### src/rtl/loader_pkg.sv
// loader_pkg: shared types and constants for the boot-time program loader.
//   state_e     : loader FSM states (CHECK only reachable with LOADER_CHECKSUM_EN)
//   LEN_W       : width of the word-count header and word index counter
//   WORD_BYTES  : bytes per packed instruction word
//   CSUM_SEED   : initial value of the running XOR checksum
package loader_pkg;

  typedef enum logic [2:0] {
    LEN_HI,
    LEN_LO,
    DATA,
    CHECK,
    DONE
  } state_e;

  localparam int unsigned LEN_W      = 16;
  localparam int unsigned WORD_BYTES = 4;
  localparam logic [7:0]  CSUM_SEED  = 8'h00;

endpackage

### src/rtl/byte_packer.sv
// byte_packer: assembles big-endian 32-bit words from a byte stream.
//   clock, Reset  : clock and asynchronous active-high reset
//   clear         : discard any partially assembled word (priority over byte_valid)
//   byte_valid    : shift_in carries an accepted byte this cycle
//   shift_in      : incoming byte, most significant byte of the word first
//   word_ready    : this byte completes a word (combinational)
//   word          : completed word, valid when word_ready is high
module byte_packer
  import loader_pkg::*;
(
  input  logic        clock,
  input  logic        Reset,
  input  logic        clear,
  input  logic        byte_valid,
  input  logic [7:0]  shift_in,
  output logic        word_ready,
  output logic [31:0] word
);

  // Only the three earlier bytes need storage; the fourth is taken straight
  // from shift_in so the word is available in the cycle it completes.
  logic [23:0] sr_q, sr_d;
  logic [1:0]  cnt_q, cnt_d;

  assign word_ready = byte_valid && (cnt_q == 2'(WORD_BYTES - 1));
  assign word       = {sr_q, shift_in};

  always_comb begin
    sr_d  = sr_q;
    cnt_d = cnt_q;
    if (clear) begin
      sr_d  = '0;
      cnt_d = '0;
    end else if (byte_valid) begin
      sr_d  = {sr_q[15:0], shift_in};
      cnt_d = cnt_q + 2'd1;
    end
  end

  always_ff @(posedge clock or posedge Reset) begin
    if (Reset) begin
      sr_q  <= '0;
      cnt_q <= '0;
    end else begin
      sr_q  <= sr_d;
      cnt_q <= cnt_d;
    end
  end

endmodule

### src/rtl/prog_loader.sv
// prog_loader: boot-time loader that writes a streamed program image into
// instruction memory and holds the core in reset until the load is clean.
//   clock, Reset        : clock and asynchronous active-high reset
//   in_valid/in_data    : byte stream source; in_ready accepts a byte
//   reload              : single-cycle restart request, overrides everything
//   imem_we/addr/wdata  : registered instruction-memory write port
//   cpu_reset           : drives the core Reset; low only after an error-free load
//   load_done, load_err : load complete / overflow or checksum mismatch
// Stream: 16-bit word count N (high byte first), then 4*N bytes, MSB first.
// Define LOADER_CHECKSUM_EN to expect a trailing XOR checksum byte.
module prog_loader
  import loader_pkg::*;
#(
  parameter int unsigned ADDR_W = 10
) (
  input  logic              clock,
  input  logic              Reset,
  input  logic              in_valid,
  input  logic [7:0]        in_data,
  output logic              in_ready,
  input  logic              reload,
  output logic              imem_we,
  output logic [ADDR_W-1:0] imem_addr,
  output logic [31:0]       imem_wdata,
  output logic              cpu_reset,
  output logic              load_done,
  output logic              load_err
);

  localparam int unsigned DEPTH = 2 ** ADDR_W;

  state_e            state_q, state_d;
  logic [LEN_W-1:0]  len_q, len_d;
  logic [LEN_W-1:0]  idx_q, idx_d;
  logic              we_q, we_d;
  logic [ADDR_W-1:0] addr_q, addr_d;
  logic [31:0]       wdata_q, wdata_d;
  logic              done_q, done_d;
  logic              err_q, err_d;
`ifdef LOADER_CHECKSUM_EN
  logic [7:0]        csum_q, csum_d;
`endif

  logic              accept;
  logic              pk_valid;
  logic              pk_ready;
  logic [31:0]       pk_word;

  assign in_ready = (state_q != DONE);
  // A byte presented alongside reload is dropped, not accepted.
  assign accept   = in_valid && in_ready && !reload;
  assign pk_valid = accept && (state_q == DATA);

  byte_packer u_packer (
    .clock      (clock),
    .Reset      (Reset),
    .clear      (reload),
    .byte_valid (pk_valid),
    .shift_in   (in_data),
    .word_ready (pk_ready),
    .word       (pk_word)
  );

  always_comb begin
    state_d = state_q;
    len_d   = len_q;
    idx_d   = idx_q;
    we_d    = 1'b0;
    addr_d  = addr_q;
    wdata_d = wdata_q;
    done_d  = done_q;
    err_d   = err_q;
`ifdef LOADER_CHECKSUM_EN
    csum_d  = csum_q;
`endif
    if (reload) begin
      state_d = LEN_HI;
      len_d   = '0;
      idx_d   = '0;
      done_d  = 1'b0;
      err_d   = 1'b0;
`ifdef LOADER_CHECKSUM_EN
      csum_d  = CSUM_SEED;
`endif
    end else if (accept) begin
      unique case (state_q)
        LEN_HI: begin
          len_d   = {in_data, len_q[7:0]};
          state_d = LEN_LO;
        end
        LEN_LO: begin
          len_d = {len_q[15:8], in_data};
          if ({len_q[15:8], in_data} == '0) begin
`ifdef LOADER_CHECKSUM_EN
            state_d = CHECK;
`else
            state_d = DONE;
            done_d  = 1'b1;
`endif
          end else begin
            state_d = DATA;
          end
        end
        DATA: begin
`ifdef LOADER_CHECKSUM_EN
          csum_d = csum_q ^ in_data;
`endif
          if (pk_ready) begin
            // Words beyond memory depth are consumed but never written.
            if (32'(idx_q) < DEPTH) begin
              we_d    = 1'b1;
              addr_d  = ADDR_W'(idx_q);
              wdata_d = pk_word;
            end else begin
              err_d = 1'b1;
            end
            idx_d = idx_q + 16'd1;
            if (idx_q == len_q - 16'd1) begin
`ifdef LOADER_CHECKSUM_EN
              state_d = CHECK;
`else
              state_d = DONE;
              done_d  = 1'b1;
`endif
            end
          end
        end
        CHECK: begin
`ifdef LOADER_CHECKSUM_EN
          if (in_data != csum_q) err_d = 1'b1;
`endif
          state_d = DONE;
          done_d  = 1'b1;
        end
        default: state_d = DONE;
      endcase
    end
  end

  always_ff @(posedge clock or posedge Reset) begin
    if (Reset) begin
      state_q <= LEN_HI;
      len_q   <= '0;
      idx_q   <= '0;
      we_q    <= 1'b0;
      addr_q  <= '0;
      wdata_q <= '0;
      done_q  <= 1'b0;
      err_q   <= 1'b0;
`ifdef LOADER_CHECKSUM_EN
      csum_q  <= CSUM_SEED;
`endif
    end else begin
      state_q <= state_d;
      len_q   <= len_d;
      idx_q   <= idx_d;
      we_q    <= we_d;
      addr_q  <= addr_d;
      wdata_q <= wdata_d;
      done_q  <= done_d;
      err_q   <= err_d;
`ifdef LOADER_CHECKSUM_EN
      csum_q  <= csum_d;
`endif
    end
  end

  assign imem_we    = we_q;
  assign imem_addr  = addr_q;
  assign imem_wdata = wdata_q;
  assign load_done  = done_q;
  assign load_err   = err_q;
  assign cpu_reset  = !(done_q && !err_q);

endmodule

### config.mk
export PLATFORM = sky130hd
export DESIGN_NAME = prog_loader
export DESIGN_NICKNAME = d
export VERILOG_FILES = /design/src/rtl/loader_pkg.sv /design/src/rtl/byte_packer.sv /design/src/rtl/prog_loader.sv
export SDC_FILE = /design/constraint.sdc
export NUM_CORES = 1
export LEC_CHECK = 0
export CORE_ASPECT_RATIO = 1.25
export CORE_MARGIN = 4
export CORE_UTILIZATION = 52
export CTS_BUF_LIST = sky130_fd_sc_hd__clkbuf_2 sky130_fd_sc_hd__clkbuf_4 sky130_fd_sc_hd__clkbuf_8
export DETAILED_ROUTE_END_ITERATION = 12
export PLACE_DENSITY = 0.78
export SYNTH_ARGS = -nofsm -noshare
export SYNTH_HDL_FRONTEND = slang
export SYNTH_SLANG_ARGS = --single-unit
### constraint.sdc
create_clock -name clock -period 2.8 [get_ports clock]
set_input_delay 0.28 -clock clock [delete_from_list [all_inputs] [get_ports clock]]
set_output_delay 0.28 -clock clock [all_outputs]
set_load 0.1 [all_outputs]
After elaboration in Yosys (flattened, before gate mapping). Index checks and enable logic that the tools add are counted.

$lt $le $gt $ge: 1. Reduce and logical (&&, ||, !) cells: 24. Bitwise gates (word level): 1. Add/subtract/negate cells: 3. Muxes and demuxes: 33. Equality and inequality tests: 12.

Operators by type and width (number): $mux 16 (6); $mux 24 (2); $pmux 16 s2 (1); $add 16x1->16 const B (1); $eq 16x16->1 (1); $logic_not 16->1 (1); $lt 16x11->1 const B (1); $sub 16x1->16 const B (1); $mux 1 (15); $mux 3 (5); $reduce_and 3->1 (4); $reduce_bool 2->1 (6); $reduce_and 5->1 (2); $ne 3x3->1 const B (3); $pmux 3 s3 (1); $eq 3x2->1 const B (2); $ne 2x2->1 const B (3); $logic_and 1x1->1 (5); $mux 2 (2); $reduce_and 4->1 (1); $reduce_bool 4->1 (1); $eq 3x1->1 const B (1); $logic_not 1->1 (3); $logic_not 3->1 (1); 5 further kinds (5).

Output and inout port bits: 47. Logic and storage cells: 85. Flip-flop bits (word level): 106.

Longest topological paths before layout. Gate-level depths: netlist of the first run.

Depth after elaboration: 9. Depth in mapped cells: 9.

Cells and area by module. Synthesis of the first run repeated with hierarchy kept, for this count alone.

Cell total of the unflattened synthesis: 545. Area total of the unflattened synthesis: 5076.1 um^2.

By module, submodules not included: prog_loader (instances 1, sequential area each 2001.9 um^2, area each 3917.5 um^2, cells an instance 450); byte_packer (instances 1, sequential area each 650.6 um^2, area each 1158.6 um^2, cells an instance 95).

Least setup slack after synthesis of the first run. No wires, ideal clock.

Path type: register -> register. Start: register len_q[0]. End: register state_q[1]. Required time: 2.675 ns. Path slack: 0.159 ns. Clock period less this slack: 2.641 ns. Path buffers: 0. Library setup time: 0.125 ns. Stages on the path, launching flop included: 10. Data arrival time: 2.516 ns. Cells stage by stage: dfrtp_1 -> inv_1 -> ha_1 -> nor3b_4 -> a21boi_0 -> o21ai_0 -> o21ai_1 -> or4_1 -> o31a_1 -> mux2_4.

Word-level cells in the longest chain between the ends: 4.

RTL lines: from (decl) (RTL line prog_loader.sv:33) `logic [LEN_W-1:0] len_q, len_d;`; from (signal assigned) (RTL line prog_loader.sv:155) `len_q <= len_d;`; $sub 16x1->16 (RTL line prog_loader.sv:118) `if (idx_q == len_q - 16'd1) begin`; $eq 16x16->1 (RTL line prog_loader.sv:118); $ne 3x2->1 (no line); $reduce_and 3->1 (no line); to (signal assigned) (RTL line prog_loader.sv:154) `state_q <= state_d;`; to (decl) (RTL line prog_loader.sv:32) `state_e state_q, state_d;`.

No other way between the ends. A chain may end at the register's enable or synchronous reset.

Worst setup path after layout of the first run.
Start: register len_q[2]. End: register state_q[1].

Same word-level chain as after synthesis.

==> results of run 1 <==
## path summary, 6_finish.rpt
| check | startpoint | to | depth (start not counted) |
|---|---|---|---|
| worst max-delay path | len_q[2] | state_q[1] | 7 |
| worst min-delay path | Reset | imem_addr[6] | 3 |
| worst max register to register | len_q[2] | state_q[1] | 7 |
| worst min register to register | imem_addr[5] | imem_addr[5] | 2 |
| max in group asynchronous | Reset | imem_wdata[10] | 3 |
| min in group clock | imem_addr[5] | imem_addr[5] | 2 |
## metal layers
metal  track usage (%)  vias to the layer above
met5                 0                        -
met4              7.31                        0
met3              4.54                       16
met2              39.4                       78
met1              29.1                     1974
li1                  -                     1890
## metrics by stage
step                utilization [%]  cells  instance area [um2]  hold WS (ns)
CTS                            63.0    721                 5810         0.425
finish                         63.2    722                 5830         0.390
detailed placement             60.8    705                 5600         0.464
floorplan                         -    533                 4940         0.385
global route                   63.2    722                 5830         0.431
global placement               60.8    705                 5600         0.459
## placed cells by master, fill, tap and decap left out, types with 6 or more instances in the layout
cell type and count:
o21ai_0 12, nand4_1 6, inv_1 6, buf_4 62, dfrtp_1 106, xor2_1 20, clkbuf_8 9, xnor2_1 13
nand2_1 188, nand3b_1 27, nand3_1 12, a21oi_1 9, a22o_1 16, clkdlybuf4s50_1 11, nor2_1 31
## registers in the layout (all words and copies together), names as in the netlist
name            flops
imem_wdata         32
u_packer.sr_q      24
idx_q              16
len_q              16
imem_addr          10
state_q             3
u_packer.cnt_q      2
imem_we             1
load_done           1
load_err            1
## critical path, stage by stage (launching register included)
cell	delay (ns)
dfrtp_1	0.53
or4_1	0.65
o31ai_1	0.33
nand4_1	0.16
o41ai_1	0.11
a31oi_1	0.10
o31a_1	0.36
mux2_4	0.31
## power by group
group          total [uW]  switching, uW  leakage (uW)  internal [uW]
Clock                1000            572     0.0000999            431
Combinational         342            208       0.00143            135
Sequential           1590           36.2       0.00147           1550
## kinds of logic (layout without fill, tap and decap cells)
logic type	after synthesis	after routing
AOI/OAI and AO/OA	56	56
xor gates and xnor gates	33	33
adders and majority gates	3	3
buffers and inverters	34	99
DFF	106	106
muxes	1	1
and+or+nand+nor	300	301
## layout make-up
class / count / area, um2
clock inverters: 7 / 85.1
multi-input cells: 394 / 2160
well taps: 123 / 154
clock buffers: 9 / 124
flip-flops and latches: 106 / 2650
inverters: 8 / 33.8
repair buffers: 75 / 616
fillers: 779 / 3400
## what timing repair did
action / 4_1_cts / 5_1_grt
resized for setup: 0 / 2
setup endpoints to repair: 0 / 3
hold buffers: 0 / 0
==> impl_results.md, run 1 <==
- Die area: 11100 um2
- Post-synthesis mux area share: 0.304%
- Adder-Cell Fraction of Synth Area: 0.760%
- Max Slew Vio Count: 0
- I/O Pins: 59
- Initial antenna violation count: 0
- Post-synthesis compound-gate area fraction: 7.88%
- Hold Vio Cnt, Final: 0
- HPWL after DPL: 8130 um
- Sequential area share after synthesis: 53.7%
- XOR/XNOR share of the synthesized area: 5.85%
- Pin count of the biggest net entering global routing: 107
- Pwr Density: 503 nW/um2
- Synth top area share: 53.7%
- Clock tree buffer depth: 2
- Share of layout cells above drive strength 1: 15.0%
- Leak: 0.00301 uW
- EDFF count, synth: 0
- Sink Count: 106
- CP arrival: 2.94 ns
- Total grt overflow: 0
- Final setup violation count: 0
- Syn-to-layout area delta: 18.0%
- Die W: 95.2 um
- Clk root buf: clkbuf_8
- Worst Max-Slew Pin Slew: 0.735 ns
- Setup crit start kind: flip-flop
- Synth Area in Simple Gates: 28.7%
- Syn nets: 548
- Main flop type after synthesis: dfrtp_1
- Max-cap viol count: 0
- Met3 WL: 413 um
- Detail Route Antenna Nets: 0
- 1st-pass router iterations: 6
- Critical Path RT: 3.07 ns
- Outcome: finished, final reports clean
- Max_slew headroom: 51.0%
- Starting density of the core: 53.5%
- Cts bufs inserted: 9
- Core Rows: 39
- Syn Inst Count: 533
- WL final: 11700 um
- Cell variety after synth: 45
- Vias in the first global route: 3940
- Syn Std Cell Area: 4940 um2
- Die Ht: 117 um
- Setup Buffers After CTS: 0
- Total GRT Usage: 22.9%
- Total negative slack: 0 ns
- TritonCTS clock tree: done
- Fmax: 0.376 GHz
- R2R Setup Slk: 0.14 ns
- Met1 wire length: 5030 um
- Most frequent cell after synthesis: nand2_1
- Synth Register Bits: 106
- Synth async-reset ratio: 100%
- Pwr Total: 2930 uW
- Area leader, netlist: dfrtp_1
- Clk_skew: 0.00914 ns
- Setup ws final: 0.138 ns
- Final #Nets: 609
- IO buf count: 58
- Worst skew pair latency: 0.38 ns
- Place WS: 0.0203 ns
- DRT iter0 DRCs: 252
- Mean Syn Cell Area: 9.26 um2
- VDD IR max: 0.338 mV
- First-pass GRT wire length: 19700 um
- Worst min path class: primary input to asynchronous set/reset pin
- Final Cycle Share: 95.1%
- Routed vias: 3958
- Top cells by count, synth: nand2_1 (188), dfrtp_1 (106), nor2_1 (31), nand3b_1 (27), clkbuf_1 (23)
- Largest family of logic cells by synthesized area: simple AND/OR/NAND/NOR gates
- Antenna Cells: 0
- Core area: 9220 um2
- DR vias/cell: 5.48
- RSZ-0062 raised after global routing: false
- GP Congestion: 0.880
- Crit end category: flip-flop
- Min Tclk post-route: 2.66 ns
- DR DRC count: 0
- Top cells by area, synth: dfrtp_1 (54%), nand2_1 (14%), nand3b_1 (4.1%), xor2_1 (3.5%), a22o_1 (2.8%)
- Clk slew on worst S/H paths: 0.10 ns
- Highest metal used: met4
- Setup CP Type: flip-flop to flip-flop
- H-tree depth: 3
- Max Fanout on Critical Path: 8
- DR WL/cell: 16.3 um
- Met2 wire length: 6080 um
- YS warnings: 0
Power figures use the tool's default switching activity.
==> inputs of run 2 (changes only) <==
SKIP_LAST_GASP = 1   (was default)
==> results of run 2 <==
Same layout as run 1: the final DEF is identical, and so are final timing and power.
